`config.mk`:
```
export PLATFORM = sky130hd
export DESIGN_NAME = mem_1r1w_param
export DESIGN_NICKNAME = d
export VERILOG_FILES = /design/src/rtl/mem_1r1w_param.sv
export SDC_FILE = /design/constraint.sdc
export NUM_CORES = 2
export LEC_CHECK = 0
export ABC_AREA = 1
export CAP_MARGIN = 30
export CORE_MARGIN = 2
export CORE_UTILIZATION = 35
export DETAILED_ROUTE_END_ITERATION = 10
export HOLD_SLACK_MARGIN = 0.15
export SKIP_LAST_GASP = 1
export SYNTH_ARGS = -nofsm -noshare
export SYNTH_HDL_FRONTEND = slang
export SYNTH_SLANG_ARGS = --single-unit
```
`constraint.sdc`:
```
create_clock -name clock -period 2.72 [get_ports clock]
set_input_delay 0.272 -clock clock [delete_from_list [all_inputs] [get_ports clock]]
set_output_delay 0.272 -clock clock [all_outputs]
set_load 0.05 [all_outputs]
```
`src/rtl/mem_1r1w_param.sv`:
```
// Parametrised 1R1W memory with post-reset zero sweep, masked writes and write-first reads.
// Read latency 1 (or 2 with OUT_REG); no backpressure, requests while not ready are dropped.
module mem_1r1w_param #(
  parameter int DEPTH     = 32,
  parameter int WIDTH     = 64,
  parameter int MASK_GRAN = 16,
  parameter int OUT_REG   = 0,
  parameter int INIT_ZERO = 1,
  localparam int AW = (DEPTH > 2) ? $clog2(DEPTH) : 1,
  localparam int MW = WIDTH / MASK_GRAN
) (
  input  logic             clock,
  input  logic             reset_n,
  output logic             ready,
  input  logic [AW-1:0]    R0_addr,
  input  logic             R0_en,
  output logic [WIDTH-1:0] R0_data,
  output logic             R0_valid,
  input  logic [AW-1:0]    W0_addr,
  input  logic             W0_en,
  input  logic [WIDTH-1:0] W0_data,
  input  logic [MW-1:0]    W0_mask
);

  localparam logic [AW:0] LAST = (AW+1)'(DEPTH - 1);

  typedef struct packed {
    logic          vld;
    logic          inr;
    logic [AW-1:0] addr;
  } rd_req_t;

  logic             ready_q;
  logic [AW-1:0]    init_cnt;
  logic             sweep_we;
  logic             wr_acc;
  rd_req_t          rq;
  logic             d1_vld;
  logic [WIDTH-1:0] d1_dat;
  logic [WIDTH-1:0] mem [DEPTH];

  assign ready = ready_q;

  // reset_n gating keeps the array untouched while reset is held
  assign sweep_we = (INIT_ZERO != 0) && !ready_q && reset_n;
  assign wr_acc   = ready_q && W0_en && ({1'b0, W0_addr} <= LAST);

  always_ff @(posedge clock or negedge reset_n) begin
    if (!reset_n) begin
      ready_q  <= 1'b0;
      init_cnt <= '0;
    end else if (!ready_q) begin
      if (INIT_ZERO == 0 || {1'b0, init_cnt} == LAST) begin
        ready_q <= 1'b1;
      end else begin
        init_cnt <= init_cnt + 1'b1;
      end
    end
  end

  always_ff @(posedge clock) begin
    if (sweep_we) begin
      mem[init_cnt] <= '0;
    end else if (wr_acc) begin
      for (int i = 0; i < MW; i++) begin
        if (W0_mask[i]) begin
          mem[W0_addr][i*MASK_GRAN +: MASK_GRAN] <= W0_data[i*MASK_GRAN +: MASK_GRAN];
        end
      end
    end
  end

  // The array is read one cycle after acceptance, so a same-cycle write has
  // already landed (write-first) while a write on the next edge is not yet seen.
  always_ff @(posedge clock or negedge reset_n) begin
    if (!reset_n) begin
      rq     <= '0;
      d1_vld <= 1'b0;
      d1_dat <= '0;
    end else begin
      rq.vld  <= ready_q && R0_en;
      rq.inr  <= ({1'b0, R0_addr} <= LAST);
      rq.addr <= R0_addr;
      d1_vld  <= rq.vld;
      if (rq.vld) begin
        d1_dat <= rq.inr ? mem[rq.addr] : '0;
      end
    end
  end

  if (OUT_REG != 0) begin : g_oreg
    logic             d2_vld;
    logic [WIDTH-1:0] d2_dat;

    always_ff @(posedge clock or negedge reset_n) begin
      if (!reset_n) begin
        d2_vld <= 1'b0;
        d2_dat <= '0;
      end else begin
        d2_vld <= d1_vld;
        if (d1_vld) begin
          d2_dat <= d1_dat;
        end
      end
    end

    assign R0_valid = d2_vld;
    assign R0_data  = d2_dat;
  end else begin : g_noreg
    assign R0_valid = d1_vld;
    assign R0_data  = d1_dat;
  end

endmodule

```
[Word-level counts from Yosys, hierarchy flattened]
Memories as Yosys holds them, arrays and structs flattened.
Cells that the tools add are included.
Operators by class
  $add $sub $neg: 1
  eq/ne operators: 1
  multiplexer cells: 24
  bitwise operators: 2
  reduce and logical (&&, ||, !) cells: 6
Operator list (count)
  two-way mux 64 bit: 2
  OR reduction 64 bit: 1
  two-way mux 1 bit: 20
  adder 5 x 1 -> 5 bit, second input constant: 1
  equality test 5 bit, second input constant: 1
  two-way mux 5 bit: 1
  two-way mux 4 bit: 1
  logical AND 1 bit: 3
  inverter 1 bit: 2
  AND reduction 2 bit: 1
  logical NOT 1 bit: 1
Word-level totals
  register bits after elaboration: 78
  RAM bits: 2048
  bits of input ports: 82
  output and inout port bits: 66
  word-level logic and storage cells: 42
  memories: 1
Memories
  mem: depth 32, width 64, read ports 1, clocked after Yosys merged registers in 0, wr ports 1, line 40  | logic [WIDTH-1:0] mem [DEPTH];

[Logic depth before layout (Yosys ltp)]
  word-level depth: 6
  mapped depth: 13
  depth with buffers taken out: 10

[Worst setup path before layout]
No wires, ideal clock.
  path kind: reg-to-reg
  from: register ready_q, in the netlist ready
  to: memory mem[31][0], enable pin
  setup time: 409 ps
  arrival: 2784 ps
  required time: 2311 ps
  slack: -473 ps
  stages on the path, launching flop included: 11
  path buffers: 2
  period minus slack after synthesis: 3193 ps
  path through: dfrtp_1 > nand2_1 > inv_2 > o21ai_2 > nand2_4 > buf_8 > o21ai_2 > inv_2 > nand2_2 > buf_4 > nor3_1
Between the ends
  cells in the longest elaborated chain, start to end: 6
  elaborated cells between the ends (all ways): 20
  those cells by class: 16 x mux; 4 x reduce/logical
Ends and longest elaborated chain
  start: declaration: line 33  | logic ready_q;
  start signal: assignment: line 50  | ready_q <= 1'b0;
  start signal: assignment: line 54  | ready_q <= 1'b1;
  logical AND 1 bit or logical NOT 1 bit (tied branches)
  two-way mux 1 bit or logical AND 1 bit (tied branches): line 64, 45
  two-way mux 1 bit: line 62  | if (sweep_we) begin
  two-way mux 1 bit (implied by the code): line 67  | mem[W0_addr][i*MASK_GRAN +: MASK_GRAN] <= W0_data[i*MASK_GRAN +: MASK_GRAN];
  OR reduction 64 bit (no line)
  two-way mux 5 bit (no line) or two-way mux 4 bit (tied branches)
  end: declaration: line 40
Several ways; a longest one is shown, not always the timed one.

[Worst setup path in the final report]
  from: register ready_q, in the netlist ready
  to: memory mem[3][1], enable pin
Same word-level chain as after synthesis.

==> impl_metrics.ini <==
[clock_network]
clk_latency_ps = 850
cts_buffers = 212
cts_resized = 0
cts_sinks = 2126
cts_tree = built
clock_path_buffers = 3
cts_root_buf = clkbuf_16
clk_pin_slew_worst_paths_ps = 60
htreeDepth = 4

[power]
ir_worst_vdd_v = 0.000634
p_leak_nw = 38.8
power_w = 0.0706
powerDensity_mw_per_mm2 = 678

[worst_setup_path]
worstPathMaxFanout = 16
cp.required_ps = 3180
crit_path_start_kind = flip-flop
r2r_start = ready$_DFF_PN0_
critPathKind = flip-flop to flip-flop
cp.arrival_ps = 3010
r2r_end = mem[3][1]$_DFFE_PP_
ff2ff_path_depth = 10
reg2reg_slack_ps = 170
cp-end-kind = flip-flop

[min_path]
worstHoldStart = W0_data[54]
hold_path_depth = 3
min_path_type = primary input to flip-flop
min_to = mem[7][54]$_DFFE_PP_

[sta]
finalMaxSlewViolations = 0
min_period_over_period = 0.938
rsz0062_at_grt = false
setup_viol = 0
fin_skew_ps = 29.9
whs_ps = 265
worstMarginPinSlew_ps = 930
final_hold_viol_count = 0
slew_headroom = 0.378
timing.final.crit_period_ps = 2550
max_freq_mhz = 392

[detailed_routing]
avgRoutedWirePerCell_um = 21.8
avgViaCountPerCell = 5.17
vias = 56700
ant_nets = 0
post-route-drc-count = 0
drtIter0Drc = 6558
first_pass_iters = 8
wl_um = 239000

[floorplanning]
core_mm2 = 0.246
die_x_um = 501
die-area_mm2 = 0.251
die_h_um = 501
boundaryPins = 148
initial_utilization = 0.352
placementRows = 182

[placed_design]
hpwlAfterDp_um = 147000
gp_congestion = 0.825
dpl-instance-area_mm2 = 0.0973
dp_cells = 10600
port-buffer-count = 147

[final_layout]
fin_cells = 11000
drive_gt1_frac = 0.124
nFillCells = 22200
multi_input_area_mm2 = 0.0214
fin_area_mm2 = 0.104
ff_latch_area_mm2 = 0.0635
area_delta_synth_final_pct = 20.5
final_common_cell = nand2_1
final_nets = 7647
mostFrequentLayoutCells = 2,473 x nand2_1, 2,048 x edfxtp_1, 1,849 x nand3_1
utilization = 0.423

[logic_synthesis]
synthCells = 7254
avgSynthCellArea_um2 = 11.9
synth_cell_types = 27
yosys_warnings = 0
syn_nets = 7338
ys_ff_latch = 2126
syn-cell-area_mm2 = 0.0864
synth-seq-area-share = 0.735

[global_route]
grt_use_total = 0.189
grt_pass1_vias = 54200
grt_max_degree = 142
grt_pass1_wl_um = 356000
grt_overflow_total = 0
grt_antenna_before_repair = 5

[run]
cap_violations = 0

[outcome]
status = completed
-- how the worst max path moves through the flow --
stage	to	slack, ps	startpoint	depth (start not counted)
after floorplan	mem[1][0]$_DFFE_PP_	-400	ready$_DFF_PN0_	9
final	mem[3][1]$_DFFE_PP_	170	ready$_DFF_PN0_	10
after global placement	mem[15][22]$_DFFE_PP_	-270	W0_en	12
after detailed placement	mem[7][19]$_DFFE_PP_	-210	W0_en	12
after global routing	mem[3][1]$_DFFE_PP_	40	ready$_DFF_PN0_	10
after CTS	mem[3][1]$_DFFE_PP_	160	ready$_DFF_PN0_	10
-- synthesized netlist by cell type, drive strengths merged --
cell type	number	area [µm²]
nand4	1	6.26
buf	309	1580
inv	89	337
clkbuf	181	679
nand2	2486	9400
conb	1	3.75
nand3	1849	9250
dfrtp	78	1950
nor2	70	293
nor3	128	1240
xnor2	1	8.76
o21ai	9	82.6
xor2	2	17.5
ha	2	25.0
edfxtp	2048	61500
-- flip-flops by register name, indices dropped and copies added (netlist names) --
signal,cells
init_cnt,5
R0_valid,1
mem,2048
ready,1
R0_data,64
rq,7
-- routing by layer --
| layer | vias up | track usage | share of wire |
|---|---|---|---|
| met5 | - | 0 | 0 |
| met4 | 0 | 0.0604 | 0.031 |
| met3 | 380 | 0.0277 | 0.076 |
| met2 | 2262 | 0.299 | 0.47 |
| met1 | 27800 | 0.267 | 0.43 |
| li1 | 26200 | - | - |
-- layout make-up --
class / instances / share of cell area
Clock buffer: 283 / 0.0559
Inverter: 89 / 0.00356
Clock inverter: 106 / 0.00777
Multi-Input combinational cell: 4549 / 0.206
Tap cell: 3220 / 0.0387
Sequential cell: 2126 / 0.610
Antenna cell: 1 / 0.0000240
Timing Repair Buffer: 585 / 0.0784
-- power breakdown --
part | internal [W] | leakage [nW] | switching, W
sequential | 0.0363 | 21.6 | 0.000108
clock | 0.0159 | 3.25 | 0.0121
combinational | 0.00179 | 14.0 | 0.00440
total | 0.0540 | 38.8 | 0.0166
-- critical path, cell delays in order, from the launching register on --
cell,delay (ps)
dfrtp_1,370
nand2_1,80
inv_2,70
o21ai_2,80
nand2_4,160
nand2_1,110
o21ai_2,70
inv_2,80
nand2_4,200
buf_4,230
nor3_4,680
-- kinds of logic (layout without fill, tap and decap cells) --
| logic type | Yosys count | count (layout) | share of synthesized area |
|---|---|---|---|
| AO/OA/AOI/OAI | 9 | 9 | 0.000956 |
| XOR/XNOR | 3 | 3 | 0.000304 |
| adder cells (fa/ha/maj) | 2 | 2 | 0.000290 |
| buffers and inverters | 579 | 1063 | 0.0301 |
| flip-flops | 2126 | 2126 | 0.735 |
| other | 1 | 2 | 0.0000434 |
| AND/OR/NAND/NOR | 4534 | 4534 | 0.234 |
-- timing repair --
| item | 4_1_cts | 5_1_grt |
|---|---|---|
| hold endpoints to repair | 84 | 0 |
| hold buffers | 8 | 0 |
| setup buffers | 0 | 0 |
-- per-stage QoR --
step | worst slack (ps) | setup TNS (ps)
6_report | 169 | 0
4_1_cts | 157 | 0
2_1_floorplan | -399 | -36840
3_3_place_gp | -267 | -81470
3_5_place_dp | -207 | -66900
5_1_grt | 39.3 | 0
Note: power is estimated with default switching activity, not from simulation.
